File: src/rtl/fir_sample_sequencer_pkg.sv
// fir_pkg: shared state encoding, error codes and widths for the FIR sample sequencer
// Contents: fir_seq_state_t (sequencer states), ERR_* (err_code values),
//           FIR_ADDR_W (sample address width), ILE_W (sample count width)
package fir_pkg;
  localparam int FIR_ADDR_W = 13;
  localparam int ILE_W = FIR_ADDR_W + 1;
  typedef enum logic [2:0] {
    S_IDLE,
    S_LOAD,
    S_CLEAR,
    S_RUN,
    S_WAIT,
    S_STEP,
    S_CHECK,
    S_FINISH
  } fir_seq_state_t;
  localparam logic [1:0] ERR_NONE = 2'd0;
  localparam logic [1:0] ERR_LEN = 2'd1;
  localparam logic [1:0] ERR_TIMEOUT = 2'd2;
  localparam logic [1:0] ERR_ABORT = 2'd3;
endpackage

File: src/rtl/fir_sample_sequencer_if.sv
// fir_sample_sequencer_if: job control, sample counter and FIR core signals of the sequencer
// Job:     start, abort, ile_probek_in (N) -> busy, done, error, err_code
// Counter: ile_probek, FSM_zapisz_probki, FSM_reset_licznik, FSM_nowa_probka -> licznik_full
// FIR:     fir_start -> fir_done
// slave is the sequencer side, master the side that drives jobs and hosts counter/FIR.
interface fir_sample_sequencer_if;
  import fir_pkg::*;
  logic start;
  logic abort;
  logic [ILE_W-1:0] ile_probek_in;
  logic licznik_full;
  logic fir_done;
  logic [ILE_W-1:0] ile_probek;
  logic FSM_zapisz_probki;
  logic FSM_reset_licznik;
  logic FSM_nowa_probka;
  logic fir_start;
  logic busy;
  logic done;
  logic error;
  logic [1:0] err_code;
  modport master (
    output start, abort, ile_probek_in, licznik_full, fir_done,
    input ile_probek, FSM_zapisz_probki, FSM_reset_licznik, FSM_nowa_probka,
    input fir_start, busy, done, error, err_code
  );
  modport slave (
    input start, abort, ile_probek_in, licznik_full, fir_done,
    output ile_probek, FSM_zapisz_probki, FSM_reset_licznik, FSM_nowa_probka,
    output fir_start, busy, done, error, err_code
  );
endinterface

File: src/rtl/fir_timeout_cnt.sv
// fir_timeout_cnt: counts cycles spent waiting for the FIR core and flags the last allowed one
// clk_b, rst_n : clock, asynchronous active-low reset
// i_clr        : restart the count from zero
// i_en         : count one waiting cycle
// o_expired    : the current waiting cycle is number TIMEOUT_CYCLES
module fir_timeout_cnt #(
  parameter int TIMEOUT_CYCLES = 255
) (
  input  logic clk_b,
  input  logic rst_n,
  input  logic i_clr,
  input  logic i_en,
  output logic o_expired
);
  localparam int W = $clog2(TIMEOUT_CYCLES + 1);
  logic [W-1:0] r_cnt;
  always_ff @(posedge clk_b or negedge rst_n)
    if (!rst_n) r_cnt <= '0;
    else r_cnt <= i_clr ? '0 : (i_en && !o_expired) ? r_cnt + 1'b1 : r_cnt;
  // the count starts at zero in the first waiting cycle, so TIMEOUT_CYCLES-1 marks the last one
  assign o_expired = r_cnt == W'(TIMEOUT_CYCLES - 1);
endmodule

File: src/rtl/fir_sample_sequencer.sv
// fir_sample_sequencer: steps the FIR core through N samples, driving the sample counter
// clk_b : clock, rising edge
// rst_n : asynchronous active-low reset
// bus   : fir_sample_sequencer_if.slave
//   in : start, abort, ile_probek_in (N), licznik_full, fir_done
//   out: ile_probek (N-1 in LOAD), FSM_zapisz_probki, FSM_reset_licznik, FSM_nowa_probka,
//        fir_start, busy, done, error (sticky), err_code
module fir_sample_sequencer
  import fir_pkg::*;
#(
  parameter int TIMEOUT_CYCLES = 255,
  parameter int ADDR_W = FIR_ADDR_W
) (
  input logic clk_b,
  input logic rst_n,
  fir_sample_sequencer_if.slave bus
);
  localparam logic [31:0] MAX_N = 32'(2 ** ADDR_W);
  fir_seq_state_t r_state;
  fir_seq_state_t w_next;
  logic [ILE_W-1:0] r_limit;
  logic r_error;
  logic [1:0] r_err_code;
  logic w_idle;
  logic w_len_ok;
  logic w_abort;
  logic w_expired;
  logic w_timeout;
  assign w_idle = r_state == S_IDLE;
  assign w_len_ok = bus.ile_probek_in != '0 && 32'(bus.ile_probek_in) <= MAX_N;
  assign w_abort = !w_idle && bus.abort;
  // a fir_done in the last allowed waiting cycle still counts as success
  assign w_timeout = r_state == S_WAIT && !bus.fir_done && w_expired;
  fir_timeout_cnt #(.TIMEOUT_CYCLES(TIMEOUT_CYCLES)) u_timeout (
    .clk_b(clk_b),
    .rst_n(rst_n),
    .i_clr(r_state == S_RUN),
    .i_en(r_state == S_WAIT),
    .o_expired(w_expired)
  );
  always_ff @(posedge clk_b or negedge rst_n)
    if (!rst_n) r_state <= S_IDLE;
    else r_state <= w_next;
  // licznik_full is looked at only in CHECK, so a stale flag cannot end a job early
  always_comb begin
    w_next = r_state;
    case (r_state)
      S_IDLE:  w_next = bus.start && w_len_ok ? S_LOAD : S_IDLE;
      S_LOAD:  w_next = S_CLEAR;
      S_CLEAR: w_next = S_RUN;
      S_RUN:   w_next = S_WAIT;
      S_WAIT:  w_next = bus.fir_done ? S_STEP : w_expired ? S_IDLE : S_WAIT;
      S_STEP:  w_next = S_CHECK;
      S_CHECK: w_next = bus.licznik_full ? S_FINISH : S_RUN;
      default: w_next = S_IDLE;
    endcase
    if (w_abort) w_next = S_IDLE;
  end
  always_ff @(posedge clk_b or negedge rst_n)
    if (!rst_n) begin
      r_limit <= '0;
      r_error <= 1'b0;
      r_err_code <= ERR_NONE;
    end else if (w_idle && bus.start) begin
      r_limit <= w_len_ok ? bus.ile_probek_in - ILE_W'(1) : r_limit;
      r_error <= !w_len_ok;
      r_err_code <= w_len_ok ? ERR_NONE : ERR_LEN;
    end else if (w_abort || w_timeout) begin
      r_error <= 1'b1;
      r_err_code <= w_abort ? ERR_ABORT : ERR_TIMEOUT;
    end
  always_comb begin
    bus.busy = !w_idle;
    bus.FSM_zapisz_probki = r_state == S_LOAD;
    bus.FSM_reset_licznik = r_state == S_CLEAR;
    bus.fir_start = r_state == S_RUN;
    bus.FSM_nowa_probka = r_state == S_STEP;
    bus.done = r_state == S_FINISH;
    bus.ile_probek = r_state == S_LOAD ? r_limit : '0;
    bus.error = r_error;
    bus.err_code = r_err_code;
  end
endmodule

File: src/flat_wrapper.sv
// flat-port wrapper written by rule: the top's interface ports become plain ports
module fir_sample_sequencer_flat import fir_pkg::*;
#(
  parameter int TIMEOUT_CYCLES = 255,
  parameter int ADDR_W = FIR_ADDR_W
)
  (clk_b, rst_n, bus_start, bus_abort, bus_ile_probek_in, bus_licznik_full, bus_fir_done, bus_ile_probek, bus_FSM_zapisz_probki, bus_FSM_reset_licznik, bus_FSM_nowa_probka, bus_fir_start, bus_busy, bus_done, bus_error, bus_err_code);
  fir_sample_sequencer_if bus_i ();
  input logic clk_b;
  input logic rst_n;
  input wire logic [$bits(bus_i.start)-1:0] bus_start;
  input wire logic [$bits(bus_i.abort)-1:0] bus_abort;
  input wire logic [$bits(bus_i.ile_probek_in)-1:0] bus_ile_probek_in;
  input wire logic [$bits(bus_i.licznik_full)-1:0] bus_licznik_full;
  input wire logic [$bits(bus_i.fir_done)-1:0] bus_fir_done;
  output wire logic [$bits(bus_i.ile_probek)-1:0] bus_ile_probek;
  output wire logic [$bits(bus_i.FSM_zapisz_probki)-1:0] bus_FSM_zapisz_probki;
  output wire logic [$bits(bus_i.FSM_reset_licznik)-1:0] bus_FSM_reset_licznik;
  output wire logic [$bits(bus_i.FSM_nowa_probka)-1:0] bus_FSM_nowa_probka;
  output wire logic [$bits(bus_i.fir_start)-1:0] bus_fir_start;
  output wire logic [$bits(bus_i.busy)-1:0] bus_busy;
  output wire logic [$bits(bus_i.done)-1:0] bus_done;
  output wire logic [$bits(bus_i.error)-1:0] bus_error;
  output wire logic [$bits(bus_i.err_code)-1:0] bus_err_code;
  assign bus_i.start = bus_start;
  assign bus_i.abort = bus_abort;
  assign bus_i.ile_probek_in = bus_ile_probek_in;
  assign bus_i.licznik_full = bus_licznik_full;
  assign bus_i.fir_done = bus_fir_done;
  assign bus_ile_probek = bus_i.ile_probek;
  assign bus_FSM_zapisz_probki = bus_i.FSM_zapisz_probki;
  assign bus_FSM_reset_licznik = bus_i.FSM_reset_licznik;
  assign bus_FSM_nowa_probka = bus_i.FSM_nowa_probka;
  assign bus_fir_start = bus_i.fir_start;
  assign bus_busy = bus_i.busy;
  assign bus_done = bus_i.done;
  assign bus_error = bus_i.error;
  assign bus_err_code = bus_i.err_code;
  fir_sample_sequencer #(.TIMEOUT_CYCLES(TIMEOUT_CYCLES), .ADDR_W(ADDR_W)) u_core (.clk_b(clk_b), .rst_n(rst_n), .bus(bus_i));
endmodule
File: config.mk
export PLATFORM = sky130hd
export DESIGN_NAME = fir_sample_sequencer_flat
export DESIGN_NICKNAME = d
export VERILOG_FILES = /design/src/rtl/fir_sample_sequencer_pkg.sv /design/src/rtl/fir_sample_sequencer_if.sv /design/src/rtl/fir_timeout_cnt.sv /design/src/rtl/fir_sample_sequencer.sv /design/src/flat_wrapper.sv
export SDC_FILE = /design/constraint.sdc
export NUM_CORES = 1
export LEC_CHECK = 0
export ABC_AREA = 0
export CAP_MARGIN = 20
export CORE_AREA = 3 3 63 65
export DETAILED_ROUTE_END_ITERATION = 16
export DIE_AREA = 0 0 66 68
export PLACE_DENSITY = 0.82
export SLEW_MARGIN = 20
export SYNTH_ARGS = -nofsm -noshare
export SYNTH_HDL_FRONTEND = slang
export SYNTH_HIERARCHICAL = 1
export SYNTH_SLANG_ARGS = --single-unit
export TNS_END_PERCENT = 5
File: constraint.sdc
create_clock -name clk_b -period 3.3 [get_ports clk_b]
set_input_delay 0.495 -clock clk_b [delete_from_list [all_inputs] [get_ports clk_b]]
set_output_delay 0.495 -clock clk_b [all_outputs]
set_load 0.05 [all_outputs]
Yosys cells after proc, flatten, opt, wreduce, memory -nomap -nowiden
Index checks and enable logic that the tools add are counted.
{ "totals": {"regBits": 28, "inputBits": 20, "output_inout_bits": 23, "elab_cells": 48} }
{ "classes": {"addsub": 2, "order_cmp": 1, "n_eq_ne": 8, "muxes": 15, "reduce_logical": 17} }
{ "ops": {"columns": ["cell", "count"], "rows": [
  ["one-hot mux 3 bit (7 select lines)", 1],
  ["2-to-1 mux 8 bit", 2],
  ["<= comparator 14 bit (second input constant)", 1],
  ["2-to-1 mux 14 bit", 1],
  ["nonzero test 14 bit", 1],
  ["subtractor 14 x 1 -> 14 bit (second input constant)", 1],
  ["== test 3 bit (second input constant)", 4],
  ["2-to-1 mux 3 bit", 4],
  ["adder 8 x 1 -> 8 bit (second input constant)", 1],
  ["== test 8 bit (second input constant)", 1],
  ["logical AND 1 bit", 7],
  ["== test 3 x 2 -> 1 bit (second input constant)", 2],
  ["2-to-1 mux 1 bit", 5],
  ["zero test 1 bit", 4],
  ["2-to-1 mux 2 bit", 2],
  ["nonzero test 2 bit", 2],
  ["== test 3 x 1 -> 1 bit (second input constant)", 1],
  ["zero test 3 bit", 1],
  ["AND reduction 2 bit", 1],
  ["logical OR 1 bit", 1]
]} }

Logic depth before layout (Yosys ltp)
{ "depth": {"ltp_word": 6, "depth_mapped": 8, "depth_no_buf": 8} }

Modules after synthesis
Netlist, hierarchy kept.
{ "by_module_without_submodules": {"columns": ["module", "instances", "cells_per_inst", "area_per_inst_um2", "seq_area_each_um2"], "rows": [
  ["fir_sample_sequencer", 1, 125, 1287.5, 500.5],
  ["fir_timeout_cnt", 1, 54, 519.2, 200.2]
]} }

Worst setup path before layout
No wires, ideal clock.
{ "synth_path": {"path_kind": "reg2out", "startpoint": "register u_core.r_state[1]", "endpoint": "output bus_ile_probek[1]", "arrival_ns": 2.123, "required_ns": 2.805, "slack_ns": 0.682, "path_stages_with_launch": 3, "path_buffers": 1, "path_cell_list": "dfrtp_1 > clkbuf_1 > nor4_1"} }
{ "synth_between": {"elab_chain_len": 2} }
{ "synth_lines": {"columns": ["item", "line", "source"], "rows": [
  ["from (decl)", "fir_sample_sequencer.sv:19", "fir_seq_state_t r_state;"],
  ["from (signal assigned)", "fir_sample_sequencer.sv:43", "else r_state <= w_next;"],
  ["== test 3 x 1 -> 1 bit", "fir_sample_sequencer.sv:79", "bus.ile_probek = r_state == S_LOAD ? r_limit : '0;"],
  ["2-to-1 mux 14 bit", "fir_sample_sequencer.sv:79", null],
  ["to (decl)", "flat_wrapper.sv:16", "output wire logic [$bits(bus_i.ile_probek)-1:0] bus_ile_probek;"]
]} }
No other way between the ends.

Final worst setup path
{ "layout_path": {"startpoint": "register u_core.r_state[0]", "endpoint": "output bus_FSM_zapisz_probki"} }
{ "layout_between": {"elab_chain_len": 1} }
{ "layout_lines": {"columns": ["item", "line", "source"], "rows": [
  ["== test 3 x 1 -> 1 bit", "fir_sample_sequencer.sv:74", "bus.FSM_zapisz_probki = r_state == S_LOAD;"],
  ["to (decl)", "flat_wrapper.sv:17", "output wire logic [$bits(bus_i.FSM_zapisz_probki)-1:0] bus_FSM_zapisz_probki;"]
]} }
No other way between the ends.

==> flow_summary.yaml <==
outcome:
  status: "complete, no violations"
finish:
  nets: 247
  regArea_um2: 701
  drive_above_1_share_pct: 21.6
  nFillCells: 278
  final_cell_mix: "clkdlybuf4s50_1 (29), dfrtp_1 (28), nor2_1 (19)"
  final_common_cell: "clkdlybuf4s50_1"
  syn2layout_area_growth_pct: 26.7
  insertedDiodeCount: 0
  multi_input_area_um2: 1030
global_route:
  use_met3_pct: 3.28
  grt_antenna_before_repair: 0
  grt.total_usage_pct: 19.6
  grt_max_degree: 29
  grt_pass1_vias: 1457
  grtUsageMet2_pct: 34.7
  grt_pass1_wl_um: 6710
  busiest_layer: "met2"
  grt_use_met1_pct: 24.1
  overflow: 0
sta:
  setup_viol: 0
  finalHoldViolations: 0
  max_slew_margin_pct: 52.8
  fin_skew_ns: 0.0115
  fmax_ghz: 0.338
  period_needed_ns: 2.95
  drv_slew: 0
  finalSetupTns_ns: 0
  period_share_pct: 89.5
  rsz0062_at_grt: "false"
  worst_pin_slew_ns: 0.693
min_path:
  whs_path_depth: 1
  worstHoldPathType: "flip-flop to flip-flop"
  hold_end: "u_core/r_limit[8]"
  hp-start: "u_core/r_limit[8]"
power_and_ir_drop:
  p_seq_share_pct: 34.5
  power-per-cell-area_nw_per_um2: 734
  swShare_pct: 43.5
  power.total_mw: 1.68
  p_int_mw: 0.949
  comb_power_share_pct: 52.3
  leakage_nw: 0.989
  p_sw_mw: 0.732
  clkPwrFrac_pct: 13.2
  peakVddDrop_uv: 517
drt:
  wl_um: 4160
  vias_per_cell: 5.50
  wl_per_cell_um: 15.5
  num_vias: 1475
  ant_nets: 0
  drtIter0Drc: 85
  first_pass_iters: 4
  drc: 0
placed_design:
  dpl.hpwl_um: 3050
  globalplace.congestion: 0.869
  portBuffers: 42
die:
  dieArea_um2: 4490
  rows: 21
  ios: 43
  coreArea_um2: 3390
  die_x_um: 66
  initial_core_util_pct: 53.3
  die-height_um: 68
clocking:
  cts_sinks: 28
  cts_buffer_depth: 2
  cts_max_level: 1
  cts_tree: "built"
  insertion_delay_ns: 0.32
  cts.clk_slew.worst_paths_ns: 0.15
  cts_setup_buffers: 0
  cts_buffers: 3
  hold_buffers: 0
  cts_resized: 0
  cts-root-buf: "clkbuf_4"
yosys:
  syn_area_um2: 1810
  synth_compound_area_share_pct: 7.83
  synth_top_family_by_area: "simple AND/OR/NAND/NOR gates"
  syn_inst: 179
  ys_seq_area_share_pct: 38.8
  ys_types: 45
  synth_warnings: 6
  avgSynthCellArea_um2: 10.1
  synth-simple-area-share_pct: 27.0
  synth_fa_ha_area_share_pct: 2.77
  synth_edf_count: 0
  synthFlopType: "dfrtp_1"
  synthMuxAreaShare_pct: 14.3
  synth-seq-cells: 28
  synthXorXnorAreaFrac_pct: 5.33
  synthArstFlopShare_pct: 100
  syn_nets: 203
critical_path:
  r2r-end: "u_core/r_limit[0]"
  r2r_cells: 4
  crit_type: "flip-flop to output port"
  worst_setup_path_end_kind: "output port"
  r2r_slack_ns: 0.92
  rr_startpoint: "u_core/r_state[2]"
  arrival_ns: 2.46
  crit_required_ns: 2.80
  startpoint_type: "flip-flop"
  crit_fanout: 12
flow_run:
  maxCapViolCount: 0
## cells by family (layout without fill, tap and decap cells)
kind of cell,count (synthesis),count (layout)
AO/OA/AOI/OAI,22,22
adder cells (fa/ha/maj),4,4
AND/OR/NAND/NOR,81,81
flip-flops,28,28
buffers and inverters,14,57
XOR/XNOR,11,11
multiplexers,19,19
## per-stage QoR
stage	cells	util, %	setup slack (ns)	cell area (um^2)	hold slack [ns]
floorplan	179	-	0.682	1810	0.199
CTS	268	67.5	0.301	2290	0.523
global placement	264	66.0	0.509	2240	0.483
finish	268	67.5	0.346	2290	0.520
detailed placement	264	66.0	0.432	2240	0.488
global route	268	67.5	0.174	2290	0.542
## synth_stat cells, types with 2 or more instances
| cell | n | area, um^2 |
|---|---|---|
| mux2_2 | 8 | 90.1 |
| a21oi_2 | 2 | 17.5 |
| nor3_1 | 3 | 15.0 |
| a211oi_1 | 2 | 15.0 |
| ha_1 | 4 | 50.1 |
| nor2b_1 | 4 | 25.0 |
| o31ai_1 | 2 | 15.0 |
| nand4_1 | 4 | 25.0 |
| inv_1 | 7 | 26.3 |
| and3_1 | 3 | 18.8 |
| nand4_2 | 2 | 25.0 |
| o21ai_0 | 3 | 15.0 |
| nor3b_1 | 2 | 15.0 |
| nand2_1 | 9 | 33.8 |
| nand2b_1 | 2 | 12.5 |
| a21oi_1 | 7 | 35.0 |
| nor2_1 | 19 | 71.3 |
| nand4b_1 | 2 | 17.5 |
| or3_1 | 2 | 12.5 |
| clkbuf_1 | 5 | 18.8 |
| and2_1 | 13 | 81.3 |
| dfrtp_1 | 28 | 701 |
| xnor2_1 | 10 | 87.6 |
| nand3b_1 | 2 | 15.0 |
| mux2_4 | 9 | 135 |
| nand3_1 | 5 | 25.0 |
| a31oi_1 | 2 | 12.5 |
## layout make-up
cell class | count | area share, %
clock buffer | 3 | 0.984
clock inverter | 1 | 1.31
inverter | 7 | 1.15
multi-input combinational | 137 | 45.2
sequential | 28 | 30.6
tap | 46 | 2.52
timing repair buffer | 46 | 18.3
## per-layer routing
| layer | up-vias | share of wire (%) |
|---|---|---|
| li1 | 716 | - |
| met1 | 708 | 44 |
| met2 | 49 | 50 |
| met3 | 2 | 5.5 |
| met4 | 0 | 0.58 |
| met5 | - | 0 |
## worst max-delay path: stages, from the launching register on
cell and delay (ns):
dfrtp_1 0.61, inv_1 0.15, nor3_1 0.46, clkdlybuf4s50_1 0.91
## power groups by stage
stage	combinational, mW	clock [mW]	sequential (mW)
after floorplan	0.604	0	0.596
after global placement	0.860	0	0.572
after detailed placement	0.879	0	0.584
after CTS	0.886	0.231	0.578
after global routing	0.934	0.251	0.599
final	0.879	0.222	0.579
## how the worst max path moves through the flow
stage / start / endpoint / depth (start not counted)
after floorplan: u_core/r_state[1] / bus_ile_probek[1] / 2
after global placement: bus_ile_probek_in[9] / u_core/r_limit[0] / 5
after detailed placement: bus_ile_probek_in[9] / u_core/r_limit[10] / 5
after CTS: u_core/r_state[0] / bus_FSM_zapisz_probki / 3
after global routing: u_core/r_state[0] / bus_FSM_zapisz_probki / 3
final: u_core/r_state[0] / bus_FSM_zapisz_probki / 3
## registers in the layout, summed over array words and instances (netlist names)
register	cells
u_core/u_timeout/r_cnt	8
u_core/bus.err_code	2
u_core/r_limit	14
u_core/r_state	3
u_core/bus.error	1
Note: power is estimated with default switching activity, not from simulation.
